==> src/rtl/iterative_divider_pkg.sv <==
// DividerPkg: shared FSM state type and sizing helpers for the iterative divider.
// Optional early-out path is enabled with DIVIDER_EARLY_OUT_EN (see iterative_divider).
package DividerPkg;

  typedef enum logic [1:0] {
    IDLE,
    CALC,
    FIXUP
  } state_e;

  localparam int DefWidth = 32;
  localparam int DefSteps = 1;

  function automatic int cnt_width(input int bw, input int spc);
    return $clog2(bw / spc + 1);
  endfunction

  localparam int CntWidth = cnt_width(DefWidth, DefSteps);

  typedef logic [DefWidth:0] prem_t;

endpackage

==> src/rtl/iterative_divider_step.sv <==
// divider_step: one combinational restoring-division step.
// Shift in the next dividend bit, trial-subtract, keep or restore.
module divider_step #(
  parameter int BitWidth = 32
) (
  input  logic [BitWidth:0]   partial,
  input  logic                next_bit,
  input  logic [BitWidth-1:0] divisor,
  output logic [BitWidth:0]   result,
  output logic                q_bit
);

  logic [BitWidth+1:0] shifted;
  logic [BitWidth:0]   diff;
  logic                borrow;

  assign shifted = {partial, next_bit};
  assign borrow  = shifted < {2'b00, divisor};
  assign diff    = shifted[BitWidth:0] - {1'b0, divisor};
  assign result  = borrow ? shifted[BitWidth:0] : diff;
  assign q_bit   = ~borrow;

endmodule

==> src/rtl/iterative_divider.sv <==
// iterative_divider: multi-cycle signed/unsigned restoring divider.
// Define DIVIDER_EARLY_OUT_EN to skip CALC when |dividend| < |divisor|.
module iterative_divider
  import DividerPkg::*;
#(
  parameter int BitWidth      = 32,
  parameter int StepsPerCycle = 1
) (
  input  logic                clk,
  input  logic                nReset,
  input  logic                start,
  input  logic                abort,
  input  logic                isUnsigned,
  input  logic [BitWidth-1:0] dividend,
  input  logic [BitWidth-1:0] divisor,
  output logic                busy,
  output logic                done,
  output logic [BitWidth-1:0] quotient,
  output logic [BitWidth-1:0] remainder,
  output logic                divByZero
);

  localparam int Iters = BitWidth / StepsPerCycle;
  localparam int CntW  = cnt_width(BitWidth, StepsPerCycle);
  localparam logic [CntW-1:0] CntLoad = CntW'(Iters - 1);
  localparam logic [CntW-1:0] CntOne  = CntW'(1);

  if (BitWidth < 2 || (BitWidth % StepsPerCycle) != 0) begin : g_bad_cfg
    $error("iterative_divider: bad BitWidth/StepsPerCycle");
  end

  state_e state, state_n;

  logic [CntW-1:0]     cnt;
  logic [BitWidth-1:0] dmag;
  logic [BitWidth-1:0] qreg;
  logic [BitWidth:0]   prem;
  logic                neg_q;
  logic                neg_r;
  logic                dz;

  logic                neg_dd;
  logic                neg_dv;
  logic [BitWidth-1:0] mag_dd;
  logic [BitWidth-1:0] mag_dv;
  logic                zero_dv;
  logic                accept;
  logic                early;

  assign neg_dd  = ~isUnsigned & dividend[BitWidth-1];
  assign neg_dv  = ~isUnsigned & divisor[BitWidth-1];
  assign mag_dd  = neg_dd ? -dividend : dividend;
  assign mag_dv  = neg_dv ? -divisor : divisor;
  assign zero_dv = (divisor == '0);
  assign accept  = (state == IDLE) & start & ~abort;
  assign busy    = (state != IDLE);

`ifdef DIVIDER_EARLY_OUT_EN
  assign early = ~zero_dv & (mag_dd < mag_dv);
`else
  assign early = 1'b0;
`endif

  // qreg doubles as dividend shifter and quotient accumulator
  logic [BitWidth:0]        chain [StepsPerCycle+1];
  logic [StepsPerCycle-1:0] qbits;
  logic [BitWidth-1:0]      qnext;

  assign chain[0] = prem;

  for (genvar g = 0; g < StepsPerCycle; g++) begin : g_step
    divider_step #(
      .BitWidth (BitWidth)
    ) u_step (
      .partial  (chain[g]),
      .next_bit (qreg[BitWidth-1-g]),
      .divisor  (dmag),
      .result   (chain[g+1]),
      .q_bit    (qbits[StepsPerCycle-1-g])
    );
  end

  always_comb begin
    qnext = qreg << StepsPerCycle;
    qnext[StepsPerCycle-1:0] = qbits;
  end

  logic [BitWidth-1:0] q_fix;
  logic [BitWidth-1:0] r_fix;

  assign q_fix = neg_q ? -qreg : qreg;
  assign r_fix = neg_r ? -prem[BitWidth-1:0] : prem[BitWidth-1:0];

  always_comb begin
    state_n = state;
    unique case (state)
      IDLE: begin
        if (accept) begin
          state_n = (zero_dv | early) ? FIXUP : CALC;
        end
      end
      CALC: begin
        if (cnt == '0) begin
          state_n = FIXUP;
        end
      end
      FIXUP:   state_n = IDLE;
      default: state_n = IDLE;
    endcase
    if (abort) begin
      state_n = IDLE;
    end
  end

  always_ff @(posedge clk or negedge nReset) begin
    if (!nReset) begin
      state <= IDLE;
    end else begin
      state <= state_n;
    end
  end

  always_ff @(posedge clk or negedge nReset) begin
    if (!nReset) begin
      cnt       <= '0;
      dmag      <= '0;
      qreg      <= '0;
      prem      <= '0;
      neg_q     <= 1'b0;
      neg_r     <= 1'b0;
      dz        <= 1'b0;
      done      <= 1'b0;
      quotient  <= '0;
      remainder <= '0;
      divByZero <= 1'b0;
    end else begin
      done <= 1'b0;
      if (abort) begin
        cnt <= '0;
      end else if (accept) begin
        cnt   <= CntLoad;
        dmag  <= mag_dv;
        neg_q <= neg_dd ^ neg_dv;
        neg_r <= neg_dd;
        dz    <= zero_dv;
        prem  <= '0;
        qreg  <= mag_dd;
        // divide-by-zero reports the raw dividend
        if (zero_dv) begin
          qreg <= dividend;
        end else if (early) begin
          qreg <= '0;
          prem <= {1'b0, mag_dd};
        end
      end else if (state == CALC) begin
        prem <= chain[StepsPerCycle];
        qreg <= qnext;
        cnt  <= cnt - CntOne;
      end else if (state == FIXUP) begin
        done      <= 1'b1;
        divByZero <= dz;
        quotient  <= dz ? '1 : q_fix;
        remainder <= dz ? qreg : r_fix;
      end
    end
  end

endmodule
==> config.mk <==
export PLATFORM = sky130hd
export DESIGN_NAME = iterative_divider
export DESIGN_NICKNAME = d
export VERILOG_FILES = /design/src/rtl/iterative_divider_pkg.sv /design/src/rtl/iterative_divider_step.sv /design/src/rtl/iterative_divider.sv
export SDC_FILE = /design/constraint.sdc
export NUM_CORES = 1
export LEC_CHECK = 0
export ABC_AREA = 1
export BUFFER_PORTS_ARGS = -buffer_cell sky130_fd_sc_hd__clkbuf_2
export CORE_ASPECT_RATIO = 0.75
export CORE_UTILIZATION = 45
export CTS_CLUSTER_DIAMETER = 150
export CTS_CLUSTER_SIZE = 16
export DETAILED_ROUTE_END_ITERATION = 8
export HOLD_SLACK_MARGIN = 0.12
export PLACE_DENSITY = 0.6
export SLEW_MARGIN = 20
export SYNTH_ARGS = -nofsm -noshare
export SYNTH_HDL_FRONTEND = slang
export SYNTH_SLANG_ARGS = --single-unit
==> constraint.sdc <==
create_clock -name clk -period 3.01 [get_ports clk]
set_clock_uncertainty 0.05 [all_clocks]
set_input_delay 0.301 -clock clk [delete_from_list [all_inputs] [get_ports clk]]
set_output_delay 0.301 -clock clk [all_outputs]
set_load 0.005 [all_outputs]
; Word-level counts from Yosys, hierarchy flattened
; Index checks and enable logic that the tools add are counted.
[classes]
add_sub_neg = 6
n_lt_le_gt_ge = 1
n_eq_ne = 4
n_mux = 24
n_bitwise = 10
n_reduce_logical = 10
[ops]
columns = cell, count
row1 = 2-to-1 mux 32 bit, 9
row2 = negation 32 bit, 4
row3 = 2-to-1 mux 33 bit, 3
row4 = < comparator 34 x 32 -> 1 bit, 1
row5 = subtractor 33 x 32 -> 33 bit, 1
row6 = logical NOT 32 bit, 1
row7 = 2-to-1 mux 6 bit, 3
row8 = 2-to-1 mux 2 bit, 4
row9 = logical NOT 6 bit, 1
row10 = "!= test 3 bit, second input constant", 2
row11 = AND reduction 2 bit, 3
row12 = "subtractor 6 x 1 -> 6 bit, second input constant", 1
row13 = NOT 1 bit, 5
row14 = bitwise AND 1 bit, 4
row15 = 2-to-1 mux 1 bit, 4
row16 = case mux 2 bit (2 select lines), 1
row17 = AND reduction 4 bit, 1
row18 = nonzero test 2 bit, 2
row19 = nonzero test 3 bit, 1
row20 = "equality test 2 x 1 -> 1 bit, second input constant", 1
row21 = "equality test 2 bit, second input constant", 1
row22 = logical NOT 2 bit, 1
row23 = XOR 1 bit, 1
[word_totals]
ff_bits = 174
inputBits = 69
elab_cells = 67

; Longest topological paths before layout
[logic_depth]
ltp_word = 6
ltp_mapped = 17
ltp_nobuf = 16

; Modules after synthesis
; From an unflattened synthesis, not the netlist that was laid out.
[hier_totals]
hier_cells = 2267
hier_area_um2 = 14219.9
[modules_own_cells]
columns = mod, instances, cells_per_inst, area_each_um2, seq_area_each_um2
row1 = iterative_divider, 1, 1606, 10974.3, 4354.2
row2 = divider_step, 1, 661, 3245.6, 0.0

; Worst setup path before layout
; No wires, ideal clock.
[synth_path]
kind = register to register
start = register qreg[31]
end = register prem[10]
setup_time_ns = 0.130
arrival_time_ns = 1.931
required_time_ns = 2.830
setup_slack_ns = 0.899
stages_incl_launch_ff = 14
n_path_buf = 1
period_less_slack_ns = 2.111
path_cell_list = dfrtp_1 inv_1 ha_1 inv_1 fa_1 nand3_1 nand3_2 nand2_1 nand2_2 nand2_4 buf_2 nand3_1 nand3_1 o21ai_0
[synth_between]
elab_chain_len = 4
word_cells_on_any_way = 5
classes_between = add/sub: 1 / order compare: 1 / mux: 3
[synth_rtl]
columns = element, line
row1 = start: declaration, iterative_divider.sv:36  ; logic [BitWidth-1:0] qreg;
row2 = start signal: assignment, iterative_divider.sv:147  ; qreg <= mag_dd;
row3 = start signal: assignment, iterative_divider.sv:150  ; qreg <= dividend;
row4 = start signal: assignment, iterative_divider.sv:157  ; qreg <= qnext;
row5 = subtractor 33 x 32 -> 33 bit or < comparator 34 x 32 -> 1 bit (tied branches), "iterative_divider_step.sv:19, iterative_divider_step.sv:18"
row6 = 2-to-1 mux 33 bit (*), iterative_divider_step.sv:20  ; assign result = borrow ? shifted[BitWidth:0] : diff;
row7 = 2-to-1 mux 33 bit (*), iterative_divider.sv:155  ; end else if (state == CALC) begin
row8 = 2-to-1 mux 33 bit (*), iterative_divider.sv:140  ; end else if (accept) begin
row9 = end signal: assignment, iterative_divider.sv:153  ; prem <= {1'b0, mag_dd};
row10 = end signal: assignment, iterative_divider.sv:156  ; prem <= chain[StepsPerCycle];
row11 = end: declaration, iterative_divider.sv:37  ; logic [BitWidth:0] prem;
; Every way passes the cells marked *; elsewhere a longest branch is shown, timed or not. The select of a mux whose other input is x is not followed.
; A chain may end at the register's enable or synchronous reset.

; Final worst setup path
[layout_path]
start = register qreg[31]
end = register prem[25]
; The elaborated chain is that of the path after synthesis.

==> qor.yml <==
htree_levels: 4
grt_first_pass_wirelength_um: 78420
ant_nets: 0
yosys-top-cells-area: "dfrtp_1 31%, nand2_1 19%, inv_1 8.2%, nand3_1 7.8%, o21ai_0 5.2%"
post_cts_buffers: 0
die_h_um: 155.3
endpoint_kind: "register"
seq_area_frac_synth: 0.3087
vdd_drop_max_mv: 0.4798
die_width_um: 206.4
synthSimpleGateAreaFrac: 0.3762
viasPerCell: 5.441
cp_top_family: "simple AND/OR/NAND/NOR gates"
numCtsBuffers: 17
drc_errors: 18
gr-total-overflow: 0
path_buf_inv: 2
synth.cell_area_um2: 14100
min_path_type: "primary input to register"
nets: 2421
cp.arrival_ps: 3020
dieArea_um2: 32060
grt-busiest-layer: "met1"
cts.sinks: 174
drtIter0Drc: 1567
p_leak_nw: 8.195
fmax_ghz: 0.3664
final.setup.tns_ps: 0
async_flop_share: 1.000
whs_ps: 135.5
antennaDiodeCount: 0
finalCriticalPeriod_ps: 2730
finalWeightedCongestion: 0.9952
synth-edff-count: 0
cp_cell_sequence: "inv_1, ha_1, inv_1, fa_1, nand3_1, nand3_2, nand2_1, nand2_2, nand2_4, nand2_4, nand2_1, nand2_1, nand2_1, nand2_1"
syn_area_per_cell_um2: 6.417
status: "finished with violations"
synth_seq_cells: 174
antenna_found_initial: 0
synth_adder_area_share: 0.03513
cts_tree: "done"
mappedNetlistNets: 2306
use_met2: 0.4236
row_count: 55
max_slew_margin: 0.4913
synthCells: 2198
crit_top_cell: "nand2_1"
slowest_delay_ps: 440
worstSetupPathType: "register to register"
crit_fanout: 32
synth.area.mux_share: 0.0007097
cts_hold_buf: 5
violations: "DRC"
hold_viol_final: 0
finish.utilization: 0.5178
area_growth_pct: 11.91
grt_start_max_net_pins: 75
grt_use_met1: 0.5043
synth_top_family_by_area: "simple AND/OR/NAND/NOR gates"
tightestPinTransition_ps: 763.1
grtUsageTotal: 0.3217
worst_ep_required_time_ps: 3300
first_pass_iters: 8
dp.final_hpwl_um: 39870
min_period_over_period: 0.9068
ys_warn_count: 0
synth_top_area_cell: "dfrtp_1"
synth-main-ff-cell: "dfrtp_1"
io_buffer_count: 135
routed_wirelength_um: 50540
synth.most_common_cell: "nand2_1"
yosysUniqueCellTypes: 59
cp_slowest_cell: "fa_1"
core_um2: 30490
synth_common_cells: "707 x nand2_1, 309 x inv_1, 220 x nand3_1"
maxCapViolCount: 0
startpoint_type: "register"
start_util: 0.4626
cts-root-buf: "clkbuf_16"
clkTransAtPathRegs_ps: 70
grt_pass1_vias: 13550
rsz0062_at_grt: "false"
clockBufferDepth: 2
setup_viol: 0
synth_xor_xnor_area_share: 0.04533
met3_usage: 0.1018
final-max-slew-violation-count: 0
wl_per_cell_um: 18.55
routed-via-count: 14830
cts_resized: 0
ios: 136
p_per_area_nw_per_um2: 998.1
layout-drive-gt1-share: 0.1118
yosysTopAreaCellShare: 0.3087
synth_compound_gate_area_share: 0.1216
insertion_delay_ps: 450
power breakdown:
part | switching, mW | internal [mW]
Combinational | 6.13 | 3.03
Clock | 1.12 | 1.19
Sequential | 0.998 | 3.29
tightest hold or removal path: cells and delay by family:
family          cells  cell delay [ps]
simple gates        2              120
buf+inv             1              100
compound gates      1               60
state kept, by name, summed over array words and instances, names as in the netlist:
register   cells
qreg          32
prem          33
neg_q          1
remainder     32
neg_r          1
dz             1
done           1
cnt            6
divByZero      1
quotient      32
state          2
dmag          32
cells in the final DEF, fill, tap and decap left out, types with 4 or more instances in the layout:
cell and instances:
o21ai_1 19, o221ai_1 17, inv_2 7, nor2_4 7, nor2_2 17, o22a_1 10
dfrtp_1 174, nand3_1 220, clkbuf_2 134, inv_1 308, buf_4 26, dlygate4sd3_1 5
o21ai_0 146, nand2_1 707, nor3_1 26, o21a_1 6, or2_2 9, ha_1 38
clkinv_4 4, clkbuf_16 17, nand2_2 7, o21bai_1 14, o211ai_1 11, nand3b_1 10
o22ai_1 6, nor4_1 8, inv_6 5, xnor2_1 20, xor2_1 53, nand4_1 31
nand3_2 5, a21oi_1 47, nor2_1 167
kinds of logic after synthesis:
| kind of cell | after synthesis |
|---|---|
| AO/OA/AOI/OAI | 293 |
| XOR/XNOR | 73 |
| adder cells (fa/ha/maj) | 39 |
| buffers and inverters | 390 |
| flip-flops | 174 |
| multiplexers | 1 |
| AND/OR/NAND/NOR | 1228 |
through the flow:
step,instances,setup WS [ps],area [um2],power (mW)
finish,2725,280.5,15780,15.75
global route,2725,110.5,15780,17.06
CTS,2725,285.8,15780,15.58
detailed placement,2688,289.9,15130,13.24
global placement,2688,358.5,15130,13.19
floorplan,2198,899.3,14100,10.16
area by class of cell:
class | instances | area [um2]
fill | 3178 | 14700
multi-input combinational | 1634 | 8182
sequential | 174 | 4354
inverter | 319 | 1202
timing repair buffer | 167 | 947.2
tap | 399 | 499.2
clock buffer | 17 | 425.4
clock inverter | 15 | 173.9
layer usage:
layer / share of wire / up-vias
li1: - / 7271
met1: 0.50 / 6884
met2: 0.38 / 639
met3: 0.11 / 32
met4: 0.0099 / 0
met5: 0 / -
path summary, 6_finish.rpt:
kind / slack (ps) / depth (start not counted) / start / to
max in group asynchronous: 1690 / 3 / nReset / qreg[18]
worst min register to register: 430 / 2 / divByZero / divByZero
min in group asynchronous: 410 / 2 / nReset / prem[6]
worst max-delay path: 280 / 14 / qreg[31] / prem[25]
worst max register to register: 280 / 14 / qreg[31] / prem[25]
worst min-delay path: 140 / 4 / divisor[27] / dmag[27]
Power figures use the tool's default switching activity.
